===== config.mk =====
export PLATFORM = sky130hd
export DESIGN_NAME = sic1_mem_arbiter
export DESIGN_NICKNAME = d
export VERILOG_FILES = /design/src/rtl/sic1_pkg.sv /design/src/rtl/sic1_rr_pick.sv /design/src/rtl/sic1_mem_arbiter.sv
export SDC_FILE = /design/constraint.sdc
export NUM_CORES = 1
export LEC_CHECK = 0
export CAP_MARGIN = 0
export CORE_MARGIN = 2
export CORE_UTILIZATION = 40
export DETAILED_ROUTE_END_ITERATION = 16
export PLACE_DENSITY = 0.9
export SYNTH_ARGS = -nofsm -noshare
export SYNTH_HDL_FRONTEND = slang
export SYNTH_HIERARCHICAL = 1
export SYNTH_SLANG_ARGS = --single-unit

===== constraint.sdc =====
create_clock -name clk -period 4.3 [get_ports clk]
set_input_delay 1.075 -clock clk [delete_from_list [all_inputs] [get_ports clk]]
set_output_delay 1.075 -clock clk [all_outputs]
set_load 0.01 [all_outputs]

===== src/rtl/sic1_pkg.sv =====
`default_nettype none
// +----------------------------------------------------------------------+
// | sic1_pkg                                                             |
// | Shared types and constants for the SIC-1 memory arbiter.             |
// | Rev 1.0 - initial release                                            |
// +----------------------------------------------------------------------+
package sic1_pkg;
    localparam int ADDR_W   = 8;
    localparam int DATA_W   = 8;
    localparam int REQ_CPU  = 0;
    localparam int REQ_HOST = 1;

    typedef enum logic [1:0] {
        ST_IDLE  = 2'd0,
        ST_GRANT = 2'd1,
        ST_DATA  = 2'd2
    } arb_state_t;
endpackage
`default_nettype wire


===== src/rtl/sic1_rr_pick.sv =====
`default_nettype none
// +----------------------------------------------------------------------+
// | sic1_rr_pick                                                         |
// | Two-way combinational picker returning a one-hot winner.             |
// | Rev 1.0 - initial release                                            |
// +----------------------------------------------------------------------+
module sic1_rr_pick
    import sic1_pkg::*;
(
    input  logic [1:0] req,
    input  logic       last_host,
    input  logic       host_first,
    output logic [1:0] win
);
    always_comb begin
        win = req;
        // On a conflict the host wins under fixed priority, or when the CPU had the last grant
        if (req[REQ_CPU] && req[REQ_HOST]) begin
            win = 2'b00;
            if (host_first || !last_host) begin
                win[REQ_HOST] = 1'b1;
            end else begin
                win[REQ_CPU] = 1'b1;
            end
        end
    end
endmodule
`default_nettype wire


===== src/rtl/sic1_mem_arbiter.sv =====
`default_nettype none
// +----------------------------------------------------------------------+
// | sic1_mem_arbiter                                                     |
// | Shares the 256-byte SIC-1 memory between the CPU core and host port. |
// | Rev 1.0 - initial release                                            |
// +----------------------------------------------------------------------+
module sic1_mem_arbiter
    import sic1_pkg::*;
#(
    parameter bit HOST_FIRST = 1'b0
) (
    input  logic              clk,
    input  logic              rst_n,
    input  logic              cpu_req,
    input  logic              cpu_we,
    input  logic [ADDR_W-1:0] cpu_addr,
    input  logic [DATA_W-1:0] cpu_wdata,
    output logic              cpu_gnt,
    output logic              cpu_rvalid,
    input  logic              host_req,
    input  logic              host_we,
    input  logic [ADDR_W-1:0] host_addr,
    input  logic [DATA_W-1:0] host_wdata,
    output logic              host_gnt,
    output logic              host_rvalid,
    output logic [DATA_W-1:0] rdata,
    output logic [ADDR_W-1:0] mem_addr,
    output logic              mem_wr_en,
    output logic [DATA_W-1:0] mem_data_in,
    input  logic [DATA_W-1:0] mem_data_out,
    output logic [7:0]        conflicts
);
    arb_state_t r_state;
    arb_state_t w_state_next;
    logic [1:0] w_req;
    logic [1:0] w_win;
    logic       w_arb;
    logic       w_both;
    // Last winner doubles as the owner of the access currently in GRANT/DATA
    logic       r_last_host;
    logic       r_we;

    assign w_req[REQ_CPU]  = cpu_req;
    assign w_req[REQ_HOST] = host_req;
    assign w_arb  = (r_state != ST_GRANT) && (|w_req);
    assign w_both = cpu_req && host_req;

    sic1_rr_pick u_pick (
        .req        (w_req),
        .last_host  (r_last_host),
        .host_first (HOST_FIRST),
        .win        (w_win)
    );

    always_ff @(posedge clk or negedge rst_n) begin
        if (!rst_n) begin
            r_state <= ST_IDLE;
        end else begin
            r_state <= w_state_next;
        end
    end

    always_comb begin
        w_state_next = ST_IDLE;
        cpu_gnt      = 1'b0;
        host_gnt     = 1'b0;
        cpu_rvalid   = 1'b0;
        host_rvalid  = 1'b0;
        mem_wr_en    = 1'b0;
        case (r_state)
            ST_GRANT: begin
                w_state_next = ST_DATA;
                cpu_gnt      = !r_last_host;
                host_gnt     = r_last_host;
                mem_wr_en    = r_we;
            end
            ST_DATA: begin
                w_state_next = w_arb ? ST_GRANT : ST_IDLE;
                cpu_rvalid   = !r_we && !r_last_host;
                host_rvalid  = !r_we && r_last_host;
            end
            default: begin
                w_state_next = w_arb ? ST_GRANT : ST_IDLE;
            end
        endcase
    end

    always_ff @(posedge clk or negedge rst_n) begin
        if (!rst_n) begin
            r_last_host <= 1'b1;
            r_we        <= 1'b0;
            mem_addr    <= '0;
            mem_data_in <= '0;
            rdata       <= '0;
            conflicts   <= '0;
        end else begin
            if (w_arb) begin
                r_last_host <= w_win[REQ_HOST];
                r_we        <= w_win[REQ_CPU] ? cpu_we    : host_we;
                mem_addr    <= w_win[REQ_CPU] ? cpu_addr  : host_addr;
                mem_data_in <= w_win[REQ_CPU] ? cpu_wdata : host_wdata;
                if (w_both && (conflicts != 8'hFF)) begin
                    conflicts <= conflicts + 8'd1;
                end
            end
            if ((r_state == ST_GRANT) && !r_we) begin
                rdata <= mem_data_out;
            end
        end
    end
endmodule
`default_nettype wire


Word-level counts from Yosys, hierarchy flattened

Index checks and enable logic that the tools add are counted.
W data, S select, Z words.

Divide/modulo/power cells: 0
Equality and inequality tests: 4
Muxes and demuxes: 13
Order comparisons: 0
Reductions and logical operators: 10
Add/sub/neg operators: 1
Shift-type cells: 0
Bitwise gates (word level): 0
Multipliers: 0

Operators with widths:

| cell                  | count |
|---|---|
| $mux W8               | 2 |
| $mux W1               | 9 |
| $add A8 B1 Y8 const B | 1 |
| $ne A8 B8 Y1 const B  | 1 |
| $logic_and A1 B1 Y1   | 6 |
| $mux W2               | 2 |
| $eq A2 B1 Y1 const B  | 1 |
| $eq A2 B2 Y1 const B  | 1 |
| $logic_not A1 Y1      | 2 |
| $ne A2 B1 Y1 const B  | 1 |
| $reduce_and A2 Y1     | 1 |
| $reduce_or A2 Y1      | 1 |

Latch bits: 0
Output and inout bits: 37
Logic and storage cells: 35
Input bits: 46
Bits in writable memories: 0
Memory bits (read-only): 0
Memories kept: 0
Flip-flop bits (word level): 36

Depth between registers and ports, before layout

Gate-level depths: netlist of run 1.

Depth after elaboration: 4
Depth in mapped cells: 6
Depth with buffers taken out: 5

Hierarchy

Netlist of run 1, hierarchy kept.

By module, submodules not included:

| module           | sequential area each (µm²) | cells an instance | area each (µm²) | times used |
|---|---|---|---|---|
| sic1_mem_arbiter | 902.1                      | 135               | 1622.8          | 1 |
| sic1_rr_pick     | 0.0                        | 4                 | 30.0            | 1 |

Worst setup path after synthesis of run 1

Ideal clock, no wire load.

Kind: register to output
Start point: register r_last_host
End point: output host_rvalid
Stages on the path, launching flop included: 2
Required time: 3.225 ns
Data arrival time: 1.025 ns
Path buffers: 0
Path slack: 2.200 ns
Cell sequence: dfstp_2 nor4bb_1

Longest elaborated chain between the ends: 2

Ends and longest elaborated chain:

| element                | line                   | RTL |
|---|---|---|
| from (decl)            | sic1_mem_arbiter.sv:40 | `logic r_last_host;` |
| from (signal assigned) | sic1_mem_arbiter.sv:98 | `r_last_host <= w_win[REQ_HOST];` |
| $logic_and A1 B1 Y1    | sic1_mem_arbiter.sv:80 | `host_rvalid = !r_we && r_last_host;` |
| $mux W1                | sic1_mem_arbiter.sv:70 | `case (r_state)` |
| to (decl)              | sic1_mem_arbiter.sv:25 | `output logic host_rvalid,` |

Every way passes these cells.

Worst setup path in the final report of run 1

Ends and elaborated chain as after synthesis.

==> results.toml, run 1 <==
[outcome]
result_of_the_run = "finished, final reports clean"

[power_and_ir_drop]
pwr-share-comb_pct = 46.1
power_frac_seq_pct = 39.3
p_sw_share_pct = 33.0
internal_power_w = 0.00103
power_density_nw_per_um2 = 593
switchingPower_w = 0.000507
max-vdd-ir-drop_uv = 289
share_clk_of_total_power_pct = 14.6
power.leakage_nw = 1.08
total_power_w = 0.00154

[timing]
setup_violations_final = 0
grt_setup_unrepaired = "no"
timing.fmax_ghz = 0.356
worst_pin_slew_ns = 0.793
timing.final.ws_setup_ns = 1.49
final.hold.worst_slack_ns = 0.506
min_period_ns = 2.81
drv_slew = 0
finClkSkew_ns = 0.00546
fin_crit_sh_pct = 65.3
timing_hold_violations_final = 0
final.setup.tns_ns = 0
slew_headroom_pct = 47.1

[cts]
tritoncts.num_buffers = 5
cts.sink_count = 36
cts_root_buf = "sky130_fd_sc_hd__clkbuf_8"
cts_setup_buffers = 0
cts.hold.buffers_added = 0
maximum_level_of_the_cts_h_tree = 2
clock_tree.buffer_depth = 2
cts_resized = 0
clk-insertion-delay-late_ns = 0.28
cts.reportedPaths.clkPinSlew_ns = 0.07
clock_tree_from_tritoncts = "built"

[synth]
synth_cell_types = 30
netlist.top_cell.by_area = "sky130_fd_sc_hd__dfrtp_1"
synth_adder_area_share_pct = 0.757
asyncSetResetFlopFracSynth_pct = 100
synth_enable_flop_cells = 0
post_synth_main_area_contributors = "sky130_fd_sc_hd__dfrtp_1 53%, sky130_fd_sc_hd__mux2i_1 10%, sky130_fd_sc_hd__mux2_2 6.1%"
yosys_register_bits = 36
largest_family_of_logic_cells_by_synthesized_area = "multiplexers"
synth_xor_area_share_pct = 3.71
postSynthCellCount = 139
most_used_dff_post_synth = "sky130_fd_sc_hd__dfrtp_1"
synth_sequential_area_ratio_pct = 54.6
syn_avg_cell_area_sq_um = 11.9
synth.yosys.warnings = 6
synth_nets = 186
synth_top_cells_by_count = "35 x sky130_fd_sc_hd__dfrtp_1, 22 x sky130_fd_sc_hd__nor2_1, 18 x sky130_fd_sc_hd__a21oi_1"
synthesized_area_fraction_occupied_by_and_or_nand_nor_cells_pct = 13.2
synth.area.mux_share_pct = 17.3
syn_area_sq_um = 1650
synthDominantCellAreaShare_pct = 53.0
synth_compound_gate_area_share_pct = 7.49
yosys.cell_count.top_type = "sky130_fd_sc_hd__dfrtp_1"

[setup_path]
crit_fanout = 6
critical_path.cell_chain = "nor4bb_1, clkdlybuf4s50_1"
critical-path-top-delay-family = "flip-flops"
crit_path_max_incr_delay_ns = 0.60
critical_path.startpoint = "r_last_host"
critPathRequiredTime_ns = 3.22
r2r_setup_slack_ns = 2.65
slowest_cell_on_the_critical_path = "sky130_fd_sc_hd__dfstp_2"
crit_path_start_kind = "register"
crit_type = "reg2out"
worstSetupEndpoint = "host_rvalid"
crit-reg2reg-launch = "r_last_host"
timing.critical_path.arrival_ns = 1.73
endpoint_of_the_most_critical_register_to_register_path = "mem_addr[5]"
cp_depth = 2
critPathCaptureType = "output pin"
worstPathBufferInverterCount = 1
rr_worst_depth = 5

[floorplan]
floorplan.initialDensity_pct = 41.3
fp.dieH_um = 68.3
rows = 23
die-width_um = 68.3
pin_count = 83
floorplan.core_area_sq_um = 4000
die_area_sq_um = 4660

[place]
place_inst = 267
dpl.hpwl_mm = 2.72
number_of_i_o_port_buffers = 82
gp_congestion = 0.759
pre_cts_slack_ns = 1.44

[route]
route.final.wire_length_mm = 3.68
dr_vias = 1309
detail-route-antenna-nets = 0
first_pass_drt_iterations = 4
drtIter0Drc = 76
wl_per_cell_um = 13.4
avgViaCountPerCell = 4.76
detail_route.drc_violations = 0

[layout]
share_of_layout_cells_above_drive_strength_1_pct = 12.9
stdcell_count = 275
antennaDiodeCount = 0
areaGrowthSynthToFinish_pct = 56.8
layout.filler_cells = 330
finish.net_count = 271

[min_path]
worst_hold_path_type = "reg2reg"

[global_routing]
grt_max_degree = 37
wire_length_of_the_first_global_routing_pass_mm = 5.71
first_global_vias = 1231
number_of_antenna_violations_at_the_first_check_in_global_routing = 0
track_usage_pct = 16.7
grt_overflow = 0

[flow_run]
maxCapViolations = 0
-- through the flow --
stage	utilization (%)	area, sq um
2_1_floorplan	-	1650
3_5_place_dp	62.7	2510
5_1_grt	64.8	2590
3_3_place_gp	62.7	2510
4_1_cts	64.8	2590
6_report	64.8	2590
-- worst reg2reg max path, stage by stage (launching register included) --
cell and delay [ns]:
sky130_fd_sc_hd__dfstp_2 0.60, sky130_fd_sc_hd__nand2b_4 0.07, sky130_fd_sc_hd__a21oi_2 0.13, sky130_fd_sc_hd__buf_4 0.31
sky130_fd_sc_hd__mux2i_1 0.30, sky130_fd_sc_hd__a21oi_1 0.10
-- worst min path at each step --
| stage | slack (ns) | depth (start not counted) | startpoint | to |
|---|---|---|---|---|
| after global routing | 0.52 | 1 | conflicts[7] | conflicts[7] |
| after CTS | 0.51 | 1 | conflicts[7] | conflicts[7] |
| after floorplan | 0.52 | 1 | conflicts[7] | conflicts[7] |
| after detailed placement | 0.50 | 1 | rdata[7] | rdata[7] |
| final | 0.51 | 1 | rdata[7] | rdata[7] |
| after global placement | 0.49 | 1 | rdata[5] | rdata[5] |
-- registers in the layout, indices dropped and copies added, names as in the netlist --
register     flops
r_last_host      1
r_we             1
r_state          2
mem_addr         8
rdata            8
mem_data_in      8
conflicts        8
-- layout make-up --
cell class | instances | area, sq um | share of cell area, %
clock buffers | 7 | 76.3 | 2.95
clock inverters | 1 | 5.00 | 0.193
inverters | 3 | 11.3 | 0.435
multi-input cells | 95 | 711 | 27.4
flip-flops and latches | 36 | 902 | 34.8
well taps | 50 | 62.6 | 2.41
repair buffers | 83 | 823 | 31.8
-- per-layer routing --
layer / GRT usage [%] / vias up / part of all wire, %
met5: 0 / - / 0
met4: 6.75 / 0 / 0.92
met3: 4.11 / 2 / 6.0
met2: 28.4 / 38 / 53
met1: 20.3 / 625 / 40
li1: - / 644 / -
-- logic make-up after synthesis --
group	Yosys count
simple gates	39
flops	36
mux	27
compound gates	20
buf+inv	8
xor+xnor	7
fa+ha+maj	1
other cells	1
-- power groups by stage --
stage	clock network (W)	registers, W	logic (W)
finish	0.000224	0.000605	0.000709
global route	0.000249	0.000629	0.000767
CTS	0.000230	0.000607	0.000723
detailed placement	0	0.000611	0.000717
global placement	0	0.000603	0.000701
floorplan	0	0.000663	0.000269
-- placed cells by master, fill, tap and decap left out, types with 2 or more instances in the layout --
cell type,instances
sky130_fd_sc_hd__and2_1,2
sky130_fd_sc_hd__mux2i_1,17
sky130_fd_sc_hd__nor2_1,22
sky130_fd_sc_hd__xor2_1,6
sky130_fd_sc_hd__clkbuf_8,5
sky130_fd_sc_hd__mux2_2,9
sky130_fd_sc_hd__a21oi_1,17
sky130_fd_sc_hd__inv_1,2
sky130_fd_sc_hd__nand2b_4,2
sky130_fd_sc_hd__nand2_1,3
sky130_fd_sc_hd__dfrtp_1,35
sky130_fd_sc_hd__clkbuf_1,2
sky130_fd_sc_hd__clkdlybuf4s50_1,81
(Power assumes the default switching activity.)
==> inputs of run 2 (changes only) <==
==> constraint.sdc (replaced) <==
create_clock -name clk -period 2.9 [get_ports clk]
set_input_delay 0.725 -clock clk [delete_from_list [all_inputs] [get_ports clk]]
set_output_delay 0.725 -clock clk [all_outputs]
set_load 0.01 [all_outputs]
==> run 2 against run 1 <==
  * Cell count is 0.36% higher
  * Via count is 1.7% higher
  * Global-route usage is 0.30 points higher
  * Highest routed layer unchanged
  * Clock-buffer cell count is 1 higher
  * Clock skew is 0.0015 ns lower
  * Critical path depth stayed put
  * Largest power group unchanged
  * Critical endpoint unchanged
  * Register-to-register slack worse by 1.3 ns
  * Utilization is 0.41 points higher
  * Total power is 50% higher
==> results.toml, run 2 (synthesized netlist as in run 1, its figures left out) <==
[route]
avgViaCountPerCell = 4.82
wl_per_cell_um = 13.6
dr_vias = 1331
detail_route.drc_violations = 0
route.final.wire_length_mm = 3.75
detail-route-antenna-nets = 0
drtIter0Drc = 75
first_pass_drt_iterations = 4

[global_routing]
grt_overflow = 0
number_of_antenna_violations_at_the_first_check_in_global_routing = 0
track_usage_pct = 17.0
wire_length_of_the_first_global_routing_pass_mm = 5.83
grt_max_degree = 37
first_global_vias = 1331

[cts]
cts_setup_buffers = 0
tritoncts.num_buffers = 5
cts_resized = 0
cts_root_buf = "sky130_fd_sc_hd__clkbuf_8"
clock_tree_from_tritoncts = "built"
cts.reportedPaths.clkPinSlew_ns = 0.07
cts.sink_count = 36
maximum_level_of_the_cts_h_tree = 2
cts.hold.buffers_added = 0
clock_tree.buffer_depth = 2
clk-insertion-delay-late_ns = 0.28

[timing]
worst_pin_slew_ns = 0.821
drv_slew = 0
final.setup.tns_ns = 0
timing_hold_violations_final = 0
slew_headroom_pct = 45.3
final.hold.worst_slack_ns = 0.506
grt_setup_unrepaired = "no"
fin_crit_sh_pct = 85.3
timing.fmax_ghz = 0.404
timing.final.ws_setup_ns = 0.425
setup_violations_final = 0
finClkSkew_ns = 0.00396
min_period_ns = 2.47

[setup_path]
crit_path_start_kind = "register"
crit-reg2reg-launch = "r_last_host"
crit_path_max_incr_delay_ns = 0.60
slowest_cell_on_the_critical_path = "sky130_fd_sc_hd__dfstp_2"
critPathCaptureType = "output pin"
worstPathBufferInverterCount = 1
critical-path-top-delay-family = "flip-flops"
crit_fanout = 6
critical_path.startpoint = "r_last_host"
critical_path.cell_chain = "nor4bb_1, clkdlybuf4s50_1"
crit_type = "reg2out"
timing.critical_path.arrival_ns = 1.75
critPathRequiredTime_ns = 2.17

[floorplan]
die_area_sq_um = 4660
pin_count = 83
floorplan.core_area_sq_um = 4000
floorplan.initialDensity_pct = 41.3
fp.dieH_um = 68.3
rows = 23
die-width_um = 68.3

[place]
gp_congestion = 0.723
pre_cts_slack_ns = 0.652
dpl.hpwl_mm = 2.77
number_of_i_o_port_buffers = 82
area_after_detailed_placement_sq_um = 2520

[power_and_ir_drop]
power_density_nw_per_um2 = 886
max-vdd-ir-drop_uv = 387
power.leakage_nw = 1.09

[layout]
areaGrowthSynthToFinish_pct = 57.8
layout.area.seq_sq_um = 902
mostFrequentLayoutCell = "sky130_fd_sc_hd__clkdlybuf4s50_1"
area_used_by_multi_input_combinational_logic_sq_um = 711
share_of_layout_cells_above_drive_strength_1_pct = 13.3
finish.net_count = 272
layout.filler_cells = 339
layout.cell_area.non_filler_sq_um = 2610
layout_common_cells = "81 x sky130_fd_sc_hd__clkdlybuf4s50_1, 35 x sky130_fd_sc_hd__dfrtp_1, 22 x sky130_fd_sc_hd__nor2_1"
antennaDiodeCount = 0

[min_path]
worst_hold_path_type = "reg2reg"
hold_start = "rdata[3]"

[outcome]
result_of_the_run = "finished, final reports clean"

[flow_run]
maxCapViolations = 0
==> run 2: stage by stage <==
stage	utilization (%)	cells	power [W]
final	65.2	276	0.00231
after CTS	65.2	276	0.00234
after floorplan	-	139	0.00138
after detailed placement	62.9	268	0.00197
after global placement	62.9	268	0.00194
after global routing	65.2	276	0.00247
==> run 2: layout make-up <==
cell class,instances,share of cell area [%]
sequential,36,34.6
timing repair buffer,84,31.9
multi-input combinational,95,27.3
clock buffer,8,3.45
tap,50,2.40
inverter,3,0.432
==> run 2: power breakdown <==
| part | internal (W) | leakage, nW | switching [W] |
|---|---|---|---|
| clock | 0.000194 | 0.0455 | 0.000169 |
| sequential | 0.000733 | 0.421 | 0.000167 |
| combinational | 0.000630 | 0.621 | 0.000420 |
| total | 0.00156 | 1.09 | 0.000755 |
==> run 2: worst paths after layout <==
| path | to | slack [ns] | depth (start not counted) |
|---|---|---|---|
| min in group asynchronous | conflicts[3] | 0.53 | 1 |
| worst min register to register | rdata[3] | 0.51 | 1 |
| worst max-delay path | host_rvalid | 0.43 | 2 |
| max in group asynchronous | mem_addr[2] | 1.84 | 1 |
| worst min-delay path | rdata[3] | 0.51 | 1 |
| worst max register to register | mem_addr[6] | 1.33 | 5 |
==> run 2: routing by layer <==
| layer | global-route usage (%) | vias to the layer above | routed length [um] |
|---|---|---|---|
| met4 | 7.75 | 0 | 66 |
| met2 | 29.4 | 39 | 1970 |
| met3 | 4.11 | 6 | 206 |
| met5 | 0 | - | 0 |
| li1 | - | 648 | - |
| met1 | 19.9 | 638 | 1500 |
==> inputs of run 3 (changes only) <==
--- a/config.mk
+++ b/config.mk
@@ -8,6 +8,7 @@
 export CAP_MARGIN = 0
 export CORE_MARGIN = 2
 export CORE_UTILIZATION = 40
+export CTS_BUF_LIST = sky130_fd_sc_hd__clkbuf_8
 export DETAILED_ROUTE_END_ITERATION = 16
 export PLACE_DENSITY = 0.9
 export SYNTH_ARGS = -nofsm -noshare
==> run 3 against run 2 <==
  * Cell count is the same
  * Utilization is the same
  * Clock power shrank 2%
  * Sequential power is essentially flat
  * Sequential cell count is the same
  * Largest cell class unchanged
  * First-iteration DRC count is the same
==> results.toml, run 3 (synthesized netlist as in run 1, its figures left out) <==
[outcome]
result_of_the_run = "finished, final reports clean"

[timing]
final.setup.tns_ns = 0
fin_crit_sh_pct = 85.4
worst_pin_slew_ns = 0.821
slew_headroom_pct = 45.3
timing.fmax_ghz = 0.404
grt_setup_unrepaired = "no"
finClkSkew_ns = 0.00382
timing.final.ws_setup_ns = 0.424
drv_slew = 0
timing_hold_violations_final = 0
setup_violations_final = 0
min_period_ns = 2.48

[setup_path]
crit_path_start_kind = "register"
crit_type = "reg2out"
r2r_setup_slack_ns = 1.33
rr_worst_depth = 5
worstSetupEndpoint = "host_rvalid"
critical_path.startpoint = "r_last_host"
timing.critical_path.arrival_ns = 1.75
endpoint_of_the_most_critical_register_to_register_path = "mem_addr[6]"
critPathCaptureType = "output pin"
crit_fanout = 6
crit-reg2reg-launch = "r_last_host"
critPathRequiredTime_ns = 2.17

[route]
detail_route.drc_violations = 0
drtIter0Drc = 75
avgViaCountPerCell = 4.82
detail-route-antenna-nets = 0
first_pass_drt_iterations = 4
wl_per_cell_um = 13.6
route.final.wire_length_mm = 3.75
dr_vias = 1331

[floorplan]
rows = 23
pin_count = 83
die_area_sq_um = 4660
fp.dieH_um = 68.3
die-width_um = 68.3
floorplan.initialDensity_pct = 41.3
floorplan.core_area_sq_um = 4000

[layout]
areaGrowthSynthToFinish_pct = 57.8
finish.net_count = 272
mostFrequentLayoutCell = "sky130_fd_sc_hd__clkdlybuf4s50_1"
layout.filler_cells = 339
antennaDiodeCount = 0
share_of_layout_cells_above_drive_strength_1_pct = 13.3
layout_common_cells = "81 x sky130_fd_sc_hd__clkdlybuf4s50_1, 35 x sky130_fd_sc_hd__dfrtp_1, 22 x sky130_fd_sc_hd__nor2_1"

[flow_run]
maxCapViolations = 0

[min_path]
worst_hold_path_type = "reg2reg"

[power_and_ir_drop]
switchingPower_w = 0.000755
pwr-share-comb_pct = 45.5
p_sw_share_pct = 32.8
power_frac_seq_pct = 39.0
power.leakage_nw = 1.10
power_density_nw_per_um2 = 884
max-vdd-ir-drop_uv = 387
internal_power_w = 0.00155
share_clk_of_total_power_pct = 15.4

[cts]
clk-insertion-delay-late_ns = 0.28
tritoncts.num_buffers = 5
clock_tree_from_tritoncts = "built"
cts_root_buf = "sky130_fd_sc_hd__clkbuf_8"
cts.hold.buffers_added = 0
cts.sink_count = 36
maximum_level_of_the_cts_h_tree = 2
cts_resized = 0
cts.reportedPaths.clkPinSlew_ns = 0.07
clock_tree.buffer_depth = 2
cts_setup_buffers = 0

[global_routing]
grt_overflow = 0
grt_max_degree = 37
wire_length_of_the_first_global_routing_pass_mm = 5.83
track_usage_pct = 17.0
number_of_antenna_violations_at_the_first_check_in_global_routing = 0
first_global_vias = 1331

[place]
pre_cts_slack_ns = 0.652
number_of_i_o_port_buffers = 82
gp_congestion = 0.723
dpl.hpwl_mm = 2.77
run 3: critical path, cell delays in order (launching register included):
cell and delay [ns]:
sky130_fd_sc_hd__dfstp_2 0.60, sky130_fd_sc_hd__nor4bb_1 0.28, sky130_fd_sc_hd__clkdlybuf4s50_1 0.59
run 3: per-layer routing:
layer  GRT usage [%]  part of all wire [%]  vias up
met4            7.75                   1.8        0
met5               0                     0        -
met2            29.4                    53       39
li1                -                     -      648
met3            4.11                   5.5        6
met1            19.9                    40      638
run 3: final cells by class:
class,instances,area [sq um],share of cell area [%]
sequential,36,902,34.6
clock buffer,6,82.6,3.17
timing repair buffer,84,831,31.9
inverter,3,11.3,0.432
multi-input combinational,95,711,27.3
clock inverter,2,7.51,0.288
tap,50,62.6,2.40
run 3: per-stage QoR:
stage	util, %	instance area, sq um	hold WS [ns]	total power [W]	std cells
4_1_cts	65.2	2610	0.510	0.00234	276
2_1_floorplan	-	1650	0.429	0.00138	139
6_report	65.2	2610	0.506	0.00230	276
5_1_grt	65.2	2610	0.529	0.00247	276
3_5_place_dp	62.9	2520	0.494	0.00197	268
3_3_place_gp	62.9	2520	0.489	0.00194	268
run 3: worst min path at each step:
stage          cells after the start          from      endpoint  slack (ns)
2_1_floorplan                      0         rst_n  conflicts[0]        0.43
6_report                           1      rdata[3]      rdata[3]        0.51
3_5_place_dp                       1  conflicts[7]  conflicts[7]        0.49
5_1_grt                            1      rdata[0]      rdata[0]        0.53
3_3_place_gp                       1  conflicts[7]  conflicts[7]        0.49
4_1_cts                            1  conflicts[7]  conflicts[7]        0.51
run 3: power groups by stage:
stage / clock network [W] / logic [W] / registers, W
floorplan: 0 / 0.000400 / 0.000983
global placement: 0 / 0.00104 / 0.000899
detailed placement: 0 / 0.00107 / 0.000907
CTS: 0.000368 / 0.00107 / 0.000901
global route: 0.000396 / 0.00114 / 0.000930
finish: 0.000355 / 0.00105 / 0.000900
